### src/rtl/memory_arbiter_if.sv
// rtl/memory_arbiter_if.sv - cache-side and memory-side signal bundle for memory_arbiter
interface memory_arbiter_if;
    logic        IRequest;
    logic [31:0] IAddress;
    logic [31:0] IReadData;
    logic        IDone;
    logic        IError;

    logic        DRequest;
    logic        DWrite;
    logic [1:0]  DWidth;
    logic [31:0] DAddress;
    logic [31:0] DWriteData;
    logic [31:0] DReadData;
    logic        DDone;
    logic        DError;

    logic [1:0]  MemoryDataWidth;
    logic [31:0] MemoryAddress;
    logic [31:0] MemoryDataIn;
    logic [31:0] MemoryDataOut;
    logic        MemoryBusCycle;
    logic        MemoryBusStrobe;
    logic        MemoryBusReadWrite;
    logic        MemoryBusAcknowledge;
    logic        MemoryBusStall;

    modport master (
        input  IRequest, IAddress, DRequest, DWrite, DWidth, DAddress, DWriteData,
               MemoryDataOut, MemoryBusAcknowledge, MemoryBusStall,
        output IReadData, IDone, IError, DReadData, DDone, DError,
               MemoryDataWidth, MemoryAddress, MemoryDataIn,
               MemoryBusCycle, MemoryBusStrobe, MemoryBusReadWrite
    );

    modport slave (
        output IRequest, IAddress, DRequest, DWrite, DWidth, DAddress, DWriteData,
               MemoryDataOut, MemoryBusAcknowledge, MemoryBusStall,
        input  IReadData, IDone, IError, DReadData, DDone, DError,
               MemoryDataWidth, MemoryAddress, MemoryDataIn,
               MemoryBusCycle, MemoryBusStrobe, MemoryBusReadWrite
    );
endinterface

### src/rtl/memory_arbiter.sv
// rtl/memory_arbiter.sv - two-master (instruction/data) arbiter onto one memory bus with timeout
module memory_arbiter #(
    parameter int unsigned TimeoutCycles = 255
) (
    input logic             Clock,
    input logic             Reset,
    memory_arbiter_if.master bus
);
    typedef enum logic [1:0] {IDLE, STROBE, WAIT, RESPOND} state_t;

    localparam logic [15:0] Limit = 16'(TimeoutCycles - 1);

    state_t      state, state_next;
    logic [15:0] count, count_next;
    logic        grant_d, grant_d_next;
    logic        last_d, last_d_next;
    logic        cyc, cyc_next, stb, stb_next, rw, rw_next;
    logic [1:0]  width, width_next;
    logic [31:0] addr, addr_next, wdata, wdata_next;
    logic [31:0] irdata, irdata_next, drdata, drdata_next;
    logic        idone, idone_next, ierr, ierr_next;
    logic        ddone, ddone_next, derr, derr_next;
    logic        pick_d, ack_ok, timed_out;

    always_ff @(posedge Clock) begin
        if (Reset) begin
            state  <= IDLE;
            count  <= '0;
            grant_d <= 1'b0;
            last_d <= 1'b0;
            cyc    <= 1'b0;
            stb    <= 1'b0;
            rw     <= 1'b0;
            width  <= '0;
            addr   <= '0;
            wdata  <= '0;
            irdata <= '0;
            drdata <= '0;
            idone  <= 1'b0;
            ierr   <= 1'b0;
            ddone  <= 1'b0;
            derr   <= 1'b0;
        end else begin
            state  <= state_next;
            count  <= count_next;
            grant_d <= grant_d_next;
            last_d <= last_d_next;
            cyc    <= cyc_next;
            stb    <= stb_next;
            rw     <= rw_next;
            width  <= width_next;
            addr   <= addr_next;
            wdata  <= wdata_next;
            irdata <= irdata_next;
            drdata <= drdata_next;
            idone  <= idone_next;
            ierr   <= ierr_next;
            ddone  <= ddone_next;
            derr   <= derr_next;
        end
    end

    always_comb begin
        state_next   = state;
        count_next   = count;
        grant_d_next = grant_d;
        last_d_next  = last_d;
        cyc_next     = cyc;
        stb_next     = stb;
        rw_next      = rw;
        width_next   = width;
        addr_next    = addr;
        wdata_next   = wdata;
        irdata_next  = irdata;
        drdata_next  = drdata;
        idone_next   = 1'b0;
        ierr_next    = 1'b0;
        ddone_next   = 1'b0;
        derr_next    = 1'b0;
        ack_ok       = 1'b0;
        timed_out    = 1'b0;
        // On a tie the master that did not win last time takes the bus
        pick_d       = bus.DRequest && (!bus.IRequest || !last_d);

        unique case (state)
            IDLE: begin
                if (bus.IRequest || bus.DRequest) begin
                    grant_d_next = pick_d;
                    last_d_next  = pick_d;
                    width_next   = pick_d ? bus.DWidth     : 2'b10;
                    rw_next      = pick_d ? bus.DWrite     : 1'b0;
                    addr_next    = pick_d ? bus.DAddress   : bus.IAddress;
                    wdata_next   = pick_d ? bus.DWriteData : 32'h0;
                    cyc_next     = 1'b1;
                    stb_next     = 1'b1;
                    count_next   = '0;
                    state_next   = STROBE;
                end
            end
            STROBE: begin
                if (!bus.MemoryBusStall && bus.MemoryBusAcknowledge) begin
                    ack_ok = 1'b1;
                end else if (count == Limit) begin
                    timed_out = 1'b1;
                end else begin
                    count_next = count + 16'd1;
                    if (!bus.MemoryBusStall) begin
                        stb_next   = 1'b0;
                        state_next = WAIT;
                    end
                end
            end
            WAIT: begin
                if (bus.MemoryBusAcknowledge) begin
                    ack_ok = 1'b1;
                end else if (count == Limit) begin
                    timed_out = 1'b1;
                end else begin
                    count_next = count + 16'd1;
                end
            end
            RESPOND: begin
                state_next = IDLE;
            end
            default: state_next = IDLE;
        endcase

        if (ack_ok || timed_out) begin
            state_next = RESPOND;
            cyc_next   = 1'b0;
            stb_next   = 1'b0;
            idone_next = ack_ok && !grant_d;
            ddone_next = ack_ok && grant_d;
            ierr_next  = timed_out && !grant_d;
            derr_next  = timed_out && grant_d;
            if (ack_ok && !rw) begin
                if (grant_d) drdata_next = bus.MemoryDataOut;
                else         irdata_next = bus.MemoryDataOut;
            end
        end
    end

    assign bus.MemoryBusCycle     = cyc;
    assign bus.MemoryBusStrobe    = stb;
    assign bus.MemoryBusReadWrite = rw;
    assign bus.MemoryDataWidth    = width;
    assign bus.MemoryAddress      = addr;
    assign bus.MemoryDataIn       = wdata;
    assign bus.IReadData          = irdata;
    assign bus.DReadData          = drdata;
    assign bus.IDone              = idone;
    assign bus.IError             = ierr;
    assign bus.DDone              = ddone;
    assign bus.DError             = derr;
endmodule

### src/flat_wrapper.sv
// flat-port wrapper written by rule: the top's interface ports become plain ports
module memory_arbiter_flat 
#(
    parameter int unsigned TimeoutCycles = 255
)
  (Clock, Reset, bus_IRequest, bus_IAddress, bus_DRequest, bus_DWrite, bus_DWidth, bus_DAddress, bus_DWriteData, bus_MemoryDataOut, bus_MemoryBusAcknowledge, bus_MemoryBusStall, bus_IReadData, bus_IDone, bus_IError, bus_DReadData, bus_DDone, bus_DError, bus_MemoryDataWidth, bus_MemoryAddress, bus_MemoryDataIn, bus_MemoryBusCycle, bus_MemoryBusStrobe, bus_MemoryBusReadWrite);
  memory_arbiter_if bus_i ();
  input logic Clock;
  input logic Reset;
  input wire logic [$bits(bus_i.IRequest)-1:0] bus_IRequest;
  input wire logic [$bits(bus_i.IAddress)-1:0] bus_IAddress;
  input wire logic [$bits(bus_i.DRequest)-1:0] bus_DRequest;
  input wire logic [$bits(bus_i.DWrite)-1:0] bus_DWrite;
  input wire logic [$bits(bus_i.DWidth)-1:0] bus_DWidth;
  input wire logic [$bits(bus_i.DAddress)-1:0] bus_DAddress;
  input wire logic [$bits(bus_i.DWriteData)-1:0] bus_DWriteData;
  input wire logic [$bits(bus_i.MemoryDataOut)-1:0] bus_MemoryDataOut;
  input wire logic [$bits(bus_i.MemoryBusAcknowledge)-1:0] bus_MemoryBusAcknowledge;
  input wire logic [$bits(bus_i.MemoryBusStall)-1:0] bus_MemoryBusStall;
  output wire logic [$bits(bus_i.IReadData)-1:0] bus_IReadData;
  output wire logic [$bits(bus_i.IDone)-1:0] bus_IDone;
  output wire logic [$bits(bus_i.IError)-1:0] bus_IError;
  output wire logic [$bits(bus_i.DReadData)-1:0] bus_DReadData;
  output wire logic [$bits(bus_i.DDone)-1:0] bus_DDone;
  output wire logic [$bits(bus_i.DError)-1:0] bus_DError;
  output wire logic [$bits(bus_i.MemoryDataWidth)-1:0] bus_MemoryDataWidth;
  output wire logic [$bits(bus_i.MemoryAddress)-1:0] bus_MemoryAddress;
  output wire logic [$bits(bus_i.MemoryDataIn)-1:0] bus_MemoryDataIn;
  output wire logic [$bits(bus_i.MemoryBusCycle)-1:0] bus_MemoryBusCycle;
  output wire logic [$bits(bus_i.MemoryBusStrobe)-1:0] bus_MemoryBusStrobe;
  output wire logic [$bits(bus_i.MemoryBusReadWrite)-1:0] bus_MemoryBusReadWrite;
  assign bus_i.IRequest = bus_IRequest;
  assign bus_i.IAddress = bus_IAddress;
  assign bus_i.DRequest = bus_DRequest;
  assign bus_i.DWrite = bus_DWrite;
  assign bus_i.DWidth = bus_DWidth;
  assign bus_i.DAddress = bus_DAddress;
  assign bus_i.DWriteData = bus_DWriteData;
  assign bus_i.MemoryDataOut = bus_MemoryDataOut;
  assign bus_i.MemoryBusAcknowledge = bus_MemoryBusAcknowledge;
  assign bus_i.MemoryBusStall = bus_MemoryBusStall;
  assign bus_IReadData = bus_i.IReadData;
  assign bus_IDone = bus_i.IDone;
  assign bus_IError = bus_i.IError;
  assign bus_DReadData = bus_i.DReadData;
  assign bus_DDone = bus_i.DDone;
  assign bus_DError = bus_i.DError;
  assign bus_MemoryDataWidth = bus_i.MemoryDataWidth;
  assign bus_MemoryAddress = bus_i.MemoryAddress;
  assign bus_MemoryDataIn = bus_i.MemoryDataIn;
  assign bus_MemoryBusCycle = bus_i.MemoryBusCycle;
  assign bus_MemoryBusStrobe = bus_i.MemoryBusStrobe;
  assign bus_MemoryBusReadWrite = bus_i.MemoryBusReadWrite;
  memory_arbiter #(.TimeoutCycles(TimeoutCycles)) u_core (.Clock(Clock), .Reset(Reset), .bus(bus_i));
endmodule
### config.mk
export PLATFORM = sky130hd
export DESIGN_NAME = memory_arbiter_flat
export DESIGN_NICKNAME = d
export VERILOG_FILES = /design/src/rtl/memory_arbiter_if.sv /design/src/rtl/memory_arbiter.sv /design/src/flat_wrapper.sv
export SDC_FILE = /design/constraint.sdc
export NUM_CORES = 1
export LEC_CHECK = 0
export ABC_CLOCK_PERIOD_IN_PS = 3950
export BUFFER_PORTS_ARGS = -buffer_cell sky130_fd_sc_hd__buf_4
export CORE_ASPECT_RATIO = 2
export CORE_UTILIZATION = 50
export DETAILED_ROUTE_END_ITERATION = 10
export GPL_TIMING_DRIVEN = 0
export PLACE_DENSITY = 0.82
export SKIP_CTS_REPAIR_TIMING = 1
export SYNTH_ARGS = -nofsm -noshare
export SYNTH_HDL_FRONTEND = slang
export SYNTH_SLANG_ARGS = --single-unit
### constraint.sdc
create_clock -name Clock -period 3.95 [get_ports Clock]
set_clock_uncertainty 0.05 [all_clocks]
set_input_delay 0.1975 -clock Clock [delete_from_list [all_inputs] [get_ports Clock]]
set_output_delay 0.1975 -clock Clock [all_outputs]
set_load 0.05 [all_outputs]
# Yosys cells after proc, flatten, opt, wreduce, memory -nomap -nowiden
# Index checks and enable logic that the tools add are counted.
op_classes:
  addsub: 1
  n_eq_ne: 13
  muxes: 27
  n_bitwise: 2
  n_reduce_logical: 26
ops:
  columns: ["op", "count"]
  rows:
  - ["2-to-1 mux 16 bit", 4]
  - ["2-to-1 mux 32 bit", 2]
  - ["one-hot mux 16 bit (3 select lines)", 1]
  - ["adder 16 x 1 -> 16 bit, second input constant", 1]
  - ["equality test 16 x 8 -> 1 bit, second input constant", 1]
  - ["2-to-1 mux 2 bit", 6]
  - ["2-to-1 mux 1 bit", 10]
  - ["AND reduction 5 bit", 2]
  - ["!= test 2 bit, second input constant", 4]
  - ["logical AND 1 bit", 7]
  - ["!= test 3 bit, second input constant", 2]
  - ["one-hot mux 1 bit (2 select lines)", 3]
  - ["one-hot mux 2 bit (3 select lines)", 1]
  - ["AND reduction 3 bit", 2]
  - ["equality test 2 bit, second input constant", 2]
  - ["zero test 1 bit", 4]
  - ["AND reduction 4 bit", 1]
  - ["nonzero test 4 bit", 1]
  - ["OR reduction 2 bit", 2]
  - ["logical OR 1 bit", 3]
  - ["!= test 3 x 1 -> 1 bit, second input constant", 1]
  - ["!= test 3 x 2 -> 1 bit, second input constant", 1]
  - ["nonzero test 3 bit", 1]
  - ["equality test 2 x 1 -> 1 bit, second input constant", 1]
  - ["5 further kinds", 6]
word_totals:
  register_bits: 156

# Longest topological paths before layout
# Gate-level depths: netlist of run 1.
logic_depth:
  depth_word: 7
  mapped_depth: 9
  depth_no_buf: 7

# Worst setup path before layout of run 1
# OpenSTA, ideal clock, no wires.
synth_path:
  kind: "reg2reg"
  startpoint: "reg u_core.state[1]"
  endpoint: "reg u_core.count[12]"
  setup_ps: 70
  t_arrival_ps: 1754
  setup_slack_ps: 2076
  stages_incl_launch_ff: 9
  path_buffers: 1
  period_less_slack_ps: 1874
  cell_sequence: "dfxtp_1 -> inv_1 -> ha_1 -> nor2b_4 -> o21ai_2 -> o2111ai_1 -> buf_4 -> or3_1 -> a21oi_1"
synth_via:
  elab_chain_cells: 3
  elab_cells_between_ends: 9
synth_rtl:
  columns: ["item", "line_no", "text"]
  rows:
  - ["from (decl)", "memory_arbiter.sv:13", "state_t state, state_next;"]
  - ["from (signal assigned)", "memory_arbiter.sv:44", "state <= state_next;"]
  - ["equality test 2 x 1 -> 1 bit, or another cell as far along", "memory_arbiter.sv:85", "unique case (state)"]
  - ["!= test 2 bit (no source line), or another cell as far along", null, null]
  - ["AND reduction 4 bit (no source line)", null, null]
  - ["to (signal assigned)", "memory_arbiter.sv:45", "count <= count_next;"]
  - ["to (decl)", "memory_arbiter.sv:14", "logic [15:0] count, count_next;"]
# Parallel ways exist; a longest one is shown, timed or not.
# A chain may end at the register's enable or synchronous reset.

# Final worst setup path of run 1
layout_path:
  startpoint: "reg u_core.state[0]"
  endpoint: "reg u_core.addr[22] (netlist: u_core.bus.MemoryAddress[22])"
layout_via:
  elab_chain_cells: 2
layout_rtl:
  columns: ["item", "line_no", "text"]
  rows:
  - ["zero test 2 bit", "memory_arbiter.sv:85", null]
  - ["AND reduction 2 bit (no source line)", null, null]
  - ["to (signal assigned)", "memory_arbiter.sv:52", "addr <= addr_next;"]
  - ["to (decl)", "memory_arbiter.sv:19", "logic [31:0] addr, addr_next, wdata, wdata_next;"]
# No other way between the ends.

==> run metrics, run 1 <==
initial antenna violation count=0; Pwr Density=around 570 mW/mm2; placed insts=1072; Critical Path Start=u_core.state[0]; crit path max fanout=10; Sw Share=37.7%; clock group share of total power=30.9%; Highest Clock Rate=451 MHz; first-pass GRT wire length=27400 um; core area=0.0117 mm2; Gate Count Post-Synth=655; Worst EP arrival=2.43 ns; Yosys cell types=48; pin count of the biggest net entering global routing=17; Crit-path slowest cell=buf_1; Non-Filler Instances=about 1200; die width=79.3 um; run status=complete, but fails checks; Port Buffers=272; H-tree Lvls=4; Fill cells=754; hold slack=-0.0154 ns; synth warn=0; commonest non-fill, non-tap cell in the layout=buf_4; CP Cell Sequence=inv_1 > ha_1 > o21a_1 > clkbuf_1 > clkbuf_1 > buf_1 > a211oi_1; Req. time, crit path=4.16 ns; total global-route track usage=about 29%; Combinational Power Share=33.4%; most frequent cells in the layout=buf_4 (273), dfxtp_1 (156), nand2_1 (134); Max-Cap Viols=0; Syn Area/Cell=9.12 um2; r2r startpoint=u_core.state[0]; Placed Instance Area=0.00820 mm2; setup ws final=around 1.7 ns; element type at the critical path end=flip-flop; drt wl/cell=17.5 um; fin crit share=56.1%; Sink Count=156; most frequent CP cell=clkbuf_1; Cell Area, Synth=0.00598 mm2; Slew @ Worst Pin=0.543 ns; Layout Nets=around 1100; vias in the first global route=5683; post-layout min period=2.22 ns; Via density=5.45; Fin. Hold Viols=5; synthesis-to-layout area growth=57.0%; P_int=3310 uW; via count=6346; Max clock buf depth=2; flops & latches, synth=156; antenna-violating nets left=0; RSZ-0062 raised after global routing=no; Worst Hold Launch=bus_MemoryDataOut[28]; WL final=20400 um; Slew Viols, Final=0; Critical Path Start Type=flip-flop; failing checks=negative hold slack; switching power=2000 uW; area of the multi-input gates=roughly 0.0026 mm2; DP Worst Slack=about 1.8 ns; # DRC=0; First-pass DRT Iterations=5; CP delay by family, top=buffers and inverters; I/O pin count=274; FF+latch area=0.00312 mm2; worst min path class=in -> reg; die area=0.0124 mm2; final instance area=about 0.0094 mm2; post-synth net total=roughly 800; Overflow after GRT=0; CTS Root Cell=clkbuf_16; Seq/Total Area, Yosys=52.3%; dpl hpwl=approximately 14000 um; Max IR drop VDD=0.000439 V; Slew HR=63.7%; crit-path max cell delay=0.46 ns; number of CTS-inserted buffers=17; setup violators final=0; Seq pwr share=35.7%; Initial Util=about half; Setup TNS Final=0 ns; Leakage=a little over 0.004 uW; Buf+Inv Stages, Crit Path=4; site row count=56; worst-skew pair later-pin latency=about 0.42 ns; CTS tree=yes; layout cell share with drive strength beyond 1=33.2%; Die Y=approximately 160 um; DRT iter0 DRCs=237; RD Place Congestion=0.829; Crit Path Class=reg -> reg; Clock transition at path regs=0.07 ns
==> area by class of cell <==
cell class	count	share of cell area, %
Antenna cell	2	0.0533
Buffer	47	2.39
Clock buffer	19	4.61
Clock inverter	13	1.65
Inverter	6	0.240
Multi-Input combinational cell	446	27.8
Sequential cell	156	33.3
Tap cell	145	1.93
Timing Repair Buffer	331	28.1
==> layer usage <==
layer / vias to the layer above / wire (um) / track usage (%)
met3: 61 / 1490 / 8.05
met4: 0 / 799 / 11.4
met1: 2962 / 6680 / 27.2
li1: 2988 / - / -
met2: 335 / 11400 / 56.5
met5: - / 0 / 0
==> synthesized netlist by cell type (all sizes together) <==
master   number  area (um2)
nor2         50         190
and3          1        6.26
nand3         5        25.0
o2111ai       3        32.5
a211oi       33         248
buf          22         130
nand2       134         503
nand4         3        25.0
mux2i        34         340
a21boi        2        15.0
o21bai        1        7.51
or2b          1        7.51
nor2b         1        13.8
o211ai        2        28.8
or2           1        6.26
or3          14        90.1
o21ai        15        78.8
ha            6        75.1
and4          2        17.5
o22ai         1        6.26
nor3          8        45.0
clkbuf       25        93.8
xor2          1        8.76
nand2b        3        18.8
nor4b         1        15.0
xnor2         1        8.76
a21oi        79         395
nor3b         2        20.0
a22o         34         298
o221a         1        11.3
or3b          1        8.76
and4bb        2        28.8
dfxtp       156        3120
inv           6        22.5
a31o          1        8.76
o21a          3        22.5
==> power groups by stage <==
stage | Sequential, uW | Combinational (uW) | Clock [uW]
after floorplan | 2490 | 551 | 0
after global placement | 1900 | 1680 | 0
after detailed placement | 1910 | 1700 | 0
after CTS | 1880 | 1700 | 1640
after global routing | 1910 | 1860 | 1710
final | 1890 | 1770 | 1640
==> cell families after synthesis <==
logic type,after synthesis,synth area share [%]
AOI/OAI and AO/OA,175,19.3
and+or+nand+nor,229,17.1
buffers and inverters,53,4.12
xor gates and xnor gates,2,0.293
adders and majority gates,6,1.26
DFF,156,52.3
muxes,34,5.70
==> worst register-to-register path, cell delays in order (launching register included) <==
cell	delay [ns]
dfxtp_1	0.34
inv_1	0.09
ha_1	0.21
o21a_1	0.13
clkbuf_1	0.22
clkbuf_1	0.36
buf_1	0.46
a211oi_1	0.22
==> state kept, by name, indices dropped and copies added (netlist names), 2 cells and up <==
register and flops:
u_core.bus.DReadData 32, u_core.state 2, u_core.count 16, u_core.bus.MemoryAddress 32, u_core.bus.IReadData 32, u_core.bus.MemoryDataWidth 2
u_core.bus.MemoryDataIn 32
==> per-stage QoR <==
stage / power [uW] / utilization (%) / hold WS (ns)
finish: 5310 / 80.2 / -0.0154
global route: 5480 / 80.1 / -0.00242
CTS: 5220 / 75.1 / -0.0705
detailed placement: 3600 / 70.1 / 0.367
global placement: 3590 / 70.1 / 0.363
floorplan: 3040 / - / 0.280
==> final timing paths <==
| check | slack, ns | depth (start not counted) | endpoint |
|---|---|---|---|
| worst max-delay path | 1.73 | 7 | u_core.bus.MemoryAddress[22] |
| worst min-delay path | -0.02 | 3 | u_core.bus.DReadData[28] |
| worst max register to register | 1.73 | 7 | u_core.bus.MemoryAddress[22] |
| worst min register to register | 0.40 | 2 | u_core.bus.DReadData[30] |
No activity file was read; power rests on OpenSTA's default activity.
==> run 2, diff against run 1 <==
--- a/config.mk
+++ b/config.mk
@@ -5,13 +5,13 @@
 export SDC_FILE = /design/constraint.sdc
 export NUM_CORES = 1
 export LEC_CHECK = 0
-export ABC_CLOCK_PERIOD_IN_PS = 3950
+export ABC_CLOCK_PERIOD_IN_PS = 2300
 export BUFFER_PORTS_ARGS = -buffer_cell sky130_fd_sc_hd__buf_4
 export CORE_ASPECT_RATIO = 2
-export CORE_UTILIZATION = 50
+export CORE_UTILIZATION = 47
 export DETAILED_ROUTE_END_ITERATION = 10
 export GPL_TIMING_DRIVEN = 0
-export PLACE_DENSITY = 0.82
+export PLACE_DENSITY = 0.77
 export SKIP_CTS_REPAIR_TIMING = 1
 export SYNTH_ARGS = -nofsm -noshare
 export SYNTH_HDL_FRONTEND = slang
==> constraint.sdc (replaced) <==
create_clock -name Clock -period 2.3 [get_ports Clock]
set_clock_uncertainty 0.05 [all_clocks]
set_input_delay 0.115 -clock Clock [delete_from_list [all_inputs] [get_ports Clock]]
set_output_delay 0.115 -clock Clock [all_outputs]
set_load 0.05 [all_outputs]
==> run metrics, run 2 (synthesis results as in run 1) <==
hold depth=3; # DRC=0; Port Buffers=~270; die area=0.0132 mm2; most frequent cells in the layout=buf_4 (273), dfxtp_1 (156), nand2_1 (134); Crit Path Class=reg -> reg; r2r startpoint=u_core.state[0]; core area=0.0123 mm2; Worst EP arrival=2.38 ns; run status=complete, but fails checks; number of CTS-inserted buffers=17; Highest Clock Rate=466 MHz; failing checks=negative hold slack; element type at the critical path end=flip-flop; CTS tree=yes; synthesis-to-layout area growth=59.2%; commonest non-fill, non-tap cell in the layout=buf_4; I/O pin count=274; worst-skew pair later-pin latency=approximately 0.42 ns; post-layout min period=about 2.1 ns; Sink Count=156; Max-Cap Viols=0; Slew Viols, Final=0; crit path max fanout=10; site row count=57; Diodes inserted=0; crit-path max cell delay=0.39 ns; Pwr Density=970 mW/mm2; R2R setup slack=0.15 ns; fin crit share=93.4%; H-tree Lvls=4; Slew @ Worst Pin=0.626 ns; Core Util, Final=slightly below 80%; Layout Nets=1155; worst min path class=in -> reg; Leakage=0.00413 uW; setup violators final=0; Die Y=161 um; most frequent CP cell=clkbuf_1; Fill cells=between 700 and 800; Crit-path slowest cell=clkbuf_1; R2R depth=7; WL final=21800 um; layout cell share with drive strength beyond 1=34.0%; Via density=5.48; dpl hpwl=15500 um; hold slack=-0.00342 ns; Clock transition at path regs=~0.070 ns; initial antenna violation count=0; DRT iter0 DRCs=about 300; First-pass DRT Iterations=5; Req. time, crit path=about 2.5 ns; CP Cell Sequence=inv_1 > ha_1 > o21a_1 > clkbuf_1 > clkbuf_1 > clkbuf_1 > a211oi_1; RD Place Congestion=0.883; Fin. Hold Viols=1; first-pass GRT wire length=between 20000 and 30000 um; Overflow after GRT=0; Worst Hold Launch=bus_IAddress[0]; die width=81.7 um; total global-route track usage=29.7%; Slew HR=58.3%; Max clock buf depth=2; drt wl/cell=18.6 um; via count=6427; Initial Util=between 40% and 50%; reg2reg end=u_core.bus.MemoryAddress[7]; vias in the first global route=6007; Critical Path Start Type=flip-flop; pin count of the biggest net entering global routing=17; Hold Path Sink=u_core.bus.MemoryAddress[0]; CTS Root Cell=clkbuf_16; antenna-violating nets left=0; Max IR drop VDD=0.000692 V
## run 2: cell count changes in the layout (fill, tap and decap cells not counted), sizes merged
cell         before  now
inv              12   13
dlygate4sd3      59   67
clkbuf           44   43
buf             294  292
clkinv            2    4
clkinvlp          3    2
diode             2    0
## run 2: where the power goes
group / switching (uW) / internal, uW
registers: 229 / 3030
clock network: 1230 / 1640
logic: 2050 / 1050
## run 2: worst max-delay path: cells and delay by family (launching register included)
kind                     cells  cell delay, ns
AO/OA/AOI/OAI                2            0.27
buffers and inverters        4            1.12
flip-flops                   1            0.34
adder cells (fa/ha/maj)      1            0.22
## run 2: how the worst max path moves through the flow
stage	startpoint	to	slack, ns	cells past startpoint
after global routing	u_core.state[1]	u_core.bus.IReadData[6]	-0.005	8
final	u_core.state[0]	u_core.bus.MemoryAddress[7]	0.15	7
after global placement	u_core.state[1]	u_core.bus.IReadData[25]	0.19	8
after detailed placement	u_core.state[0]	u_core.bus.MemoryAddress[15]	0.12	7
after CTS	u_core.state[1]	u_core.bus.IReadData[27]	0.09	8
after floorplan	u_core.state[1]	u_core.count[12]	0.43	8
## run 2: layout make-up
class | instances | area (um2) | share of cell area [%]
Clock inverter | 15 | 183 | 1.92
Timing Repair Buffer | 339 | 2710 | 28.5
Clock buffer | 17 | 425 | 4.47
Inverter | 6 | 22.5 | 0.237
Tap cell | 147 | 184 | 1.93
Sequential cell | 156 | 3120 | 32.8
Buffer | 46 | 228 | 2.39
Multi-Input combinational cell | 446 | 2640 | 27.7
## run 2: metrics by stage
step | area (um2) | total power (uW) | setup WS (ns) | setup TNS (ns) | instances
CTS | 8810 | 9060 | 0.0931 | 0 | 1106
detailed placement | 8200 | 6210 | 0.122 | 0 | 1074
global route | 9510 | 9570 | -0.00488 | -0.00488 | 1172
floorplan | 5980 | 5220 | 0.426 | 0 | 655
finish | 9510 | 9230 | 0.153 | 0 | 1172
global placement | 8200 | 6140 | 0.193 | 0 | 1074
## run 2: routing by layer
metal	track usage, %	vias to the layer above	share of wire, %
met1	27.1	3005	32
li1	-	2998	-
met5	0	-	0
met2	57.9	352	56
met4	12.0	0	4.0
met3	8.14	72	7.4
